<file path="config.mk">
export PLATFORM = sky130hd
export DESIGN_NAME = hybrid_sigmoid
export DESIGN_NICKNAME = d
export VERILOG_FILES = /design/src/rtl/hybrid_pkg.sv /design/src/rtl/hybrid_pwl_seg.sv /design/src/rtl/hybrid_sigmoid.sv
export SDC_FILE = /design/constraint.sdc
export NUM_CORES = 1
export LEC_CHECK = 0
export ABC_AREA = 1
export BUFFER_PORTS_ARGS = -buffer_cell sky130_fd_sc_hd__buf_2
export CORE_MARGIN = 1.5
export CORE_UTILIZATION = 25
export DETAILED_ROUTE_END_ITERATION = 16
export HOLD_SLACK_MARGIN = 0.15
export PLACE_DENSITY_LB_ADDON = 0.15
export SYNTH_ARGS = -nofsm -noshare
export SYNTH_HDL_FRONTEND = slang
export SYNTH_SLANG_ARGS = --single-unit
</file>
<file path="constraint.sdc">
create_clock -name clock -period 4.2 [get_ports clock]
set_input_delay 0.42 -clock clock [delete_from_list [all_inputs] [get_ports clock]]
set_output_delay 0.42 -clock clock [all_outputs]
set_load 0.01 [all_outputs]
</file>
<file path="src/rtl/hybrid_pkg.sv">
// Constants for the shift-only piecewise-linear sigmoid: word sizes, breakpoints, intercepts, slope shifts.
// Breakpoints are in input LSB units (2^-F); intercepts and results are in output LSB units (2^-W_OUT).
package hybrid_pkg;

    localparam int W_IN  = 8;
    localparam int W_OUT = 9;
    localparam int IN_I  = 3;
    localparam int F     = W_IN - IN_I;
    localparam int SH    = W_OUT - F;
    localparam int W_A   = W_IN + 1;
    localparam int W_Y   = W_A + SH + 2;

    typedef enum logic [1:0] {
        SEG_LO  = 2'd0,
        SEG_MID = 2'd1,
        SEG_HI  = 2'd2,
        SEG_SAT = 2'd3
    } seg_t;

    // |x| is held in W_A bits so that the most negative input still has a representable magnitude
    localparam logic [W_A-1:0] BP_1   = W_A'(1)  << F;
    localparam logic [W_A-1:0] BP_2   = W_A'(19) << (F - 3);
    localparam logic [W_A-1:0] BP_3   = W_A'(5)  << F;

    localparam logic [W_Y-1:0] ONE_Y  = W_Y'(1)  << W_OUT;
    localparam logic [W_Y-1:0] INT_LO  = W_Y'(1)  << (W_OUT - 1);
    localparam logic [W_Y-1:0] INT_MID = W_Y'(5)  << (W_OUT - 3);
    localparam logic [W_Y-1:0] INT_HI  = W_Y'(27) << (W_OUT - 5);

    localparam int SLOPE_LO_SH  = 2;
    localparam int SLOPE_MID_SH = 3;
    localparam int SLOPE_HI_SH  = 5;

    localparam logic [W_OUT-1:0] SAT_MAX = {W_OUT{1'b1}};

endpackage

</file>
<file path="src/rtl/hybrid_pwl_seg.sv">
// Combinational |x| -> y: picks the segment and evaluates intercept + shifted magnitude.
// Boundary values fall into the upper segment; the shallowest slope truncates toward zero.
module hybrid_pwl_seg
    import hybrid_pkg::*;
(
    input  logic [W_A-1:0] i_a,
    output logic [W_Y-1:0] o_y
);

    logic [W_Y-1:0] w_a_al;
    seg_t           w_seg;

    assign w_a_al = W_Y'(i_a) << SH;

    always_comb begin
        w_seg = SEG_SAT;
        if (i_a < BP_1)
            w_seg = SEG_LO;
        else if (i_a < BP_2)
            w_seg = SEG_MID;
        else if (i_a < BP_3)
            w_seg = SEG_HI;
    end

    always_comb begin
        o_y = ONE_Y;
        case (w_seg)
            SEG_LO:  o_y = INT_LO  + (w_a_al >> SLOPE_LO_SH);
            SEG_MID: o_y = INT_MID + (w_a_al >> SLOPE_MID_SH);
            SEG_HI:  o_y = INT_HI  + (w_a_al >> SLOPE_HI_SH);
            default: o_y = ONE_Y;
        endcase
    end

endmodule

</file>
<file path="src/rtl/hybrid_sigmoid.sv">
// Sigmoid approximation top: abs/sign, segment evaluation, symmetry fold, saturation, registered output.
// Latency 1 cycle; HYBRID_PIPE_EN adds a register after segment evaluation (latency 2). No backpressure.
module hybrid_sigmoid
    import hybrid_pkg::*;
(
    input  logic             clock,
    input  logic             resetn,
    input  logic [W_IN-1:0]  in,
    output logic [W_OUT-1:0] out
);

    logic                  w_neg;
    logic [W_A-1:0]        w_a;
    logic [W_Y-1:0]        w_y;
    logic                  w_neg_s;
    logic [W_Y-1:0]        w_y_s;
    logic signed [W_Y:0]   w_res;
    logic [W_OUT-1:0]      w_sat;
    logic [W_OUT-1:0]      r_out;

    assign w_neg = in[W_IN-1];
    assign w_a   = w_neg ? (~{in[W_IN-1], in} + W_A'(1)) : {1'b0, in};

    hybrid_pwl_seg u_seg (
        .i_a (w_a),
        .o_y (w_y)
    );

`ifdef HYBRID_PIPE_EN
    logic           r_neg;
    logic [W_Y-1:0] r_y;

    always_ff @(posedge clock) begin
        if (!resetn) begin
            r_neg <= 1'b0;
            r_y   <= '0;
        end else begin
            r_neg <= w_neg;
            r_y   <= w_y;
        end
    end

    assign w_neg_s = r_neg;
    assign w_y_s   = r_y;
`else
    assign w_neg_s = w_neg;
    assign w_y_s   = w_y;
`endif

    // Negative inputs use sigmoid(-x) = 1 - sigmoid(x)
    assign w_res = w_neg_s ? ($signed({1'b0, ONE_Y}) - $signed({1'b0, w_y_s}))
                           : $signed({1'b0, w_y_s});

    always_comb begin
        w_sat = w_res[W_OUT-1:0];
        if (w_res < 0)
            w_sat = '0;
        else if (w_res > $signed({{(W_Y+1-W_OUT){1'b0}}, SAT_MAX}))
            w_sat = SAT_MAX;
    end

    always_ff @(posedge clock) begin
        if (!resetn)
            r_out <= '0;
        else
            r_out <= w_sat;
    end

    assign out = r_out;

endmodule

</file>
==> results.md <==
* Critical path class: in -> reg
* Post-cts hold buffer count at 0
* Vias in the first global route at 1105
* Pre-antenna DRT Iters at 4
* DRT antenna net count at 0
* Endpoint class of the critical path: register
* Area after DPL at 1500 sq um
* CTS resizes at 0
* N_diodes at 0
* Slowest-stage cell, CP: nor2_2
* Count of different cell masters after synthesis at 30
* WP data arrival at 3.40 ns
* Layout Utilization at 30.1%
* Post-synthesis mux area share at 0%
* Top delay family on crit path: simple AND/OR/NAND/NOR gates
* Routability Congestion at around 0.79
* Final Slew Violations at 0
* Post-Synth Simple-Gate Area at roughly 53%
* First-pass GRT wire length at 4990 um
* Clock tree sinks at 9
* Core area at ~5100 sq um
* CP max FO at 9
* Initial antenna violation count at 0
* IO Pins at 19
* Buf/Inv on CP at 6
* Nets at 239
* Total track usage at 10.3%
* Tcrit/Tclk final at between 70% and 80%
* RSZ-0062 raised after global routing: false
* Max Cap Viol at 0
* Starting DRT DRC Count at 36
* Post-synthesis compound-gate area fraction at roughly 9.0%
* FP Rows at 26
* Most common cell after layout, fill and taps aside: nand2_1
* Final setup viols at 0
* CP cell instances: buf_2 -> inv_2 -> ha_1 -> nand2_1 -> o21ai_1 -> xor2_1 -> inv_1 -> ha_1 -> bufinv_16 -> nor2_2 -> clkinv_4 -> nand4_1 -> nand2_1 -> inv_2 -> ha_1 -> nand2_2 -> nor2_2 -> nand3_1 -> nand2_1 -> nand3_2 -> nand2_4 -> a21oi_2
* Gr ovfl total at 0
* WP data required at approximately 4.3 ns
* DP HPWL at ~2500 um
* Sequential fraction of the synthesis area at 13.4%
* Maximum buffer depth of the clock tree at 2
* CTS buffer count at 3
* Total Wirelength at 2920 um
* Post-Syn Nets at 218
* Worst hold path class: in -> reg
* CTS Root Cell: clkbuf_8
* Largest net degree at the start of global routing at 22
* Post-Synth Adder-Cell Area at ~8.3%
* Via density at approximately 4.2
* Synth Register Bits at 9
* Synthesized cell area at 1350 sq um
* Most frequent cells in the layout: nand2_1, inv_1, buf_2, nand3_1, nand4_1
* Post-synthesis cell count at between 150 and 200
* Die ar. at around 5800 sq um
* Final min period at roughly 3.3 ns
* Die Wd at about 76 um
* Fraction of layout instances using a drive strength above 1 at between 30% and 40%
* Fmax at roughly 300 MHz
* Delay of the slowest critical-path stage at between 0.3 and 0.4 ns
* Die H at roughly 76 um
* Main combinational cell family by area after synthesis: simple AND/OR/NAND/NOR gates
* Final Non-Filler Cells at between 200 and 300
* CTS clk-pin slew, worst paths at 0.04 ns
* Synth Area in XOR/XNOR at 2.60%
* Placed cell count at around 290
* Post-CTS Setup Inserts at 0
* Synth Area per Inst at 6.78 sq um
* TritonCTS clock tree: built
* Leakage at 0.798 nW
* Buffers on Ports at 18
* Yosys warns at 0
* Largest register FFs at 9
* Worst hold slack at 0.539 ns
* PwrDens at about 300 nW/um^2
* Post-route cell area at 1550 sq um
* Layout area overhead at 14.8%
* DRC viols at 0
* VDD IR max at 0.134 mV
* Avg WL per Cell at between 10 and 15 um
* Status: complete, no violations
* Initial Util at 26.2%
* Setup TNS Final at 0 ns
* Via Count at 1217
* Hold Fails Final Rpt at 0
* H-tree levels at 1
* Critical Path Start Type: primary input
## metrics by stage
step	total power, mW	setup slack (ns)
6_report	0.470	0.908
5_1_grt	0.513	0.525
4_1_cts	0.478	0.885
3_5_place_dp	0.381	0.663
3_3_place_gp	0.384	0.734
2_1_floorplan	0.324	1.14
## power breakdown
| group | switching [mW] | internal [mW] |
|---|---|---|
| combinational | 0.172 | 0.0978 |
| sequential | 0.00271 | 0.102 |
| clock | 0.0288 | 0.0657 |
| total | 0.204 | 0.266 |
## synthesized netlist by cell type
cell type,count,share of area (%)
o21ai_0,2,0.74
nand3b_1,2,1.1
nor2_1,7,1.9
nor2_2,9,4.2
a21oi_2,9,5.8
ha_1,9,8.3
o21bai_1,1,0.56
nand4_2,1,0.93
buf_6,2,1.7
xnor2_1,1,0.65
nor2_4,4,3.3
inv_2,5,1.4
conb_1,1,0.28
o21ai_1,4,1.5
nand3_1,12,4.5
nand4_1,11,5.1
nand2_1,53,15
bufinv_16,1,2.2
clkinv_1,1,0.28
clkinv_4,1,0.65
nor3_4,1,1.2
dfxtp_1,9,13
nand2_4,5,4.2
nor3_2,1,0.74
nand3_4,1,1.3
a21oi_1,1,0.37
xor2_1,3,1.9
nand2_2,6,2.8
inv_1,27,7.5
nand3_2,9,6.7
## final cells by class
cell class                      instances  area (sq um)
Multi-Input combinational cell        153           983
Clock buffer                            4          45.0
Inverter                               35           163
Fill cell                             582          3590
Sequential cell                         9           180
Tap cell                               70          87.6
Timing Repair Buffer                   18          90.1
## cells by family (layout without fill, tap and decap cells)
kind of cell | count (synthesis) | after routing
buffers and inverters | 37 | 57
adder cells (fa/ha/maj) | 9 | 9
other | 1 | 1
XOR/XNOR | 4 | 4
AO/OA/AOI/OAI | 17 | 17
AND/OR/NAND/NOR | 122 | 122
flip-flops | 9 | 9
## final timing paths
kind,start,to,slack (ns),cells past startpoint
worst max-delay path,in[0],out[1]$_SDFF_PP0_,0.91,22
worst min-delay path,resetn,out[7]$_SDFF_PP0_,0.54,3
## layer usage
metal,vias to the layer above,track usage (%),part of all wire (%)
li1,677,-,-
met1,514,11.9,47
met2,22,19.5,49
met3,4,0.838,3.2
met4,0,3.52,1.2
met5,-,0,0
No activity file was read; power rests on OpenSTA's default activity.
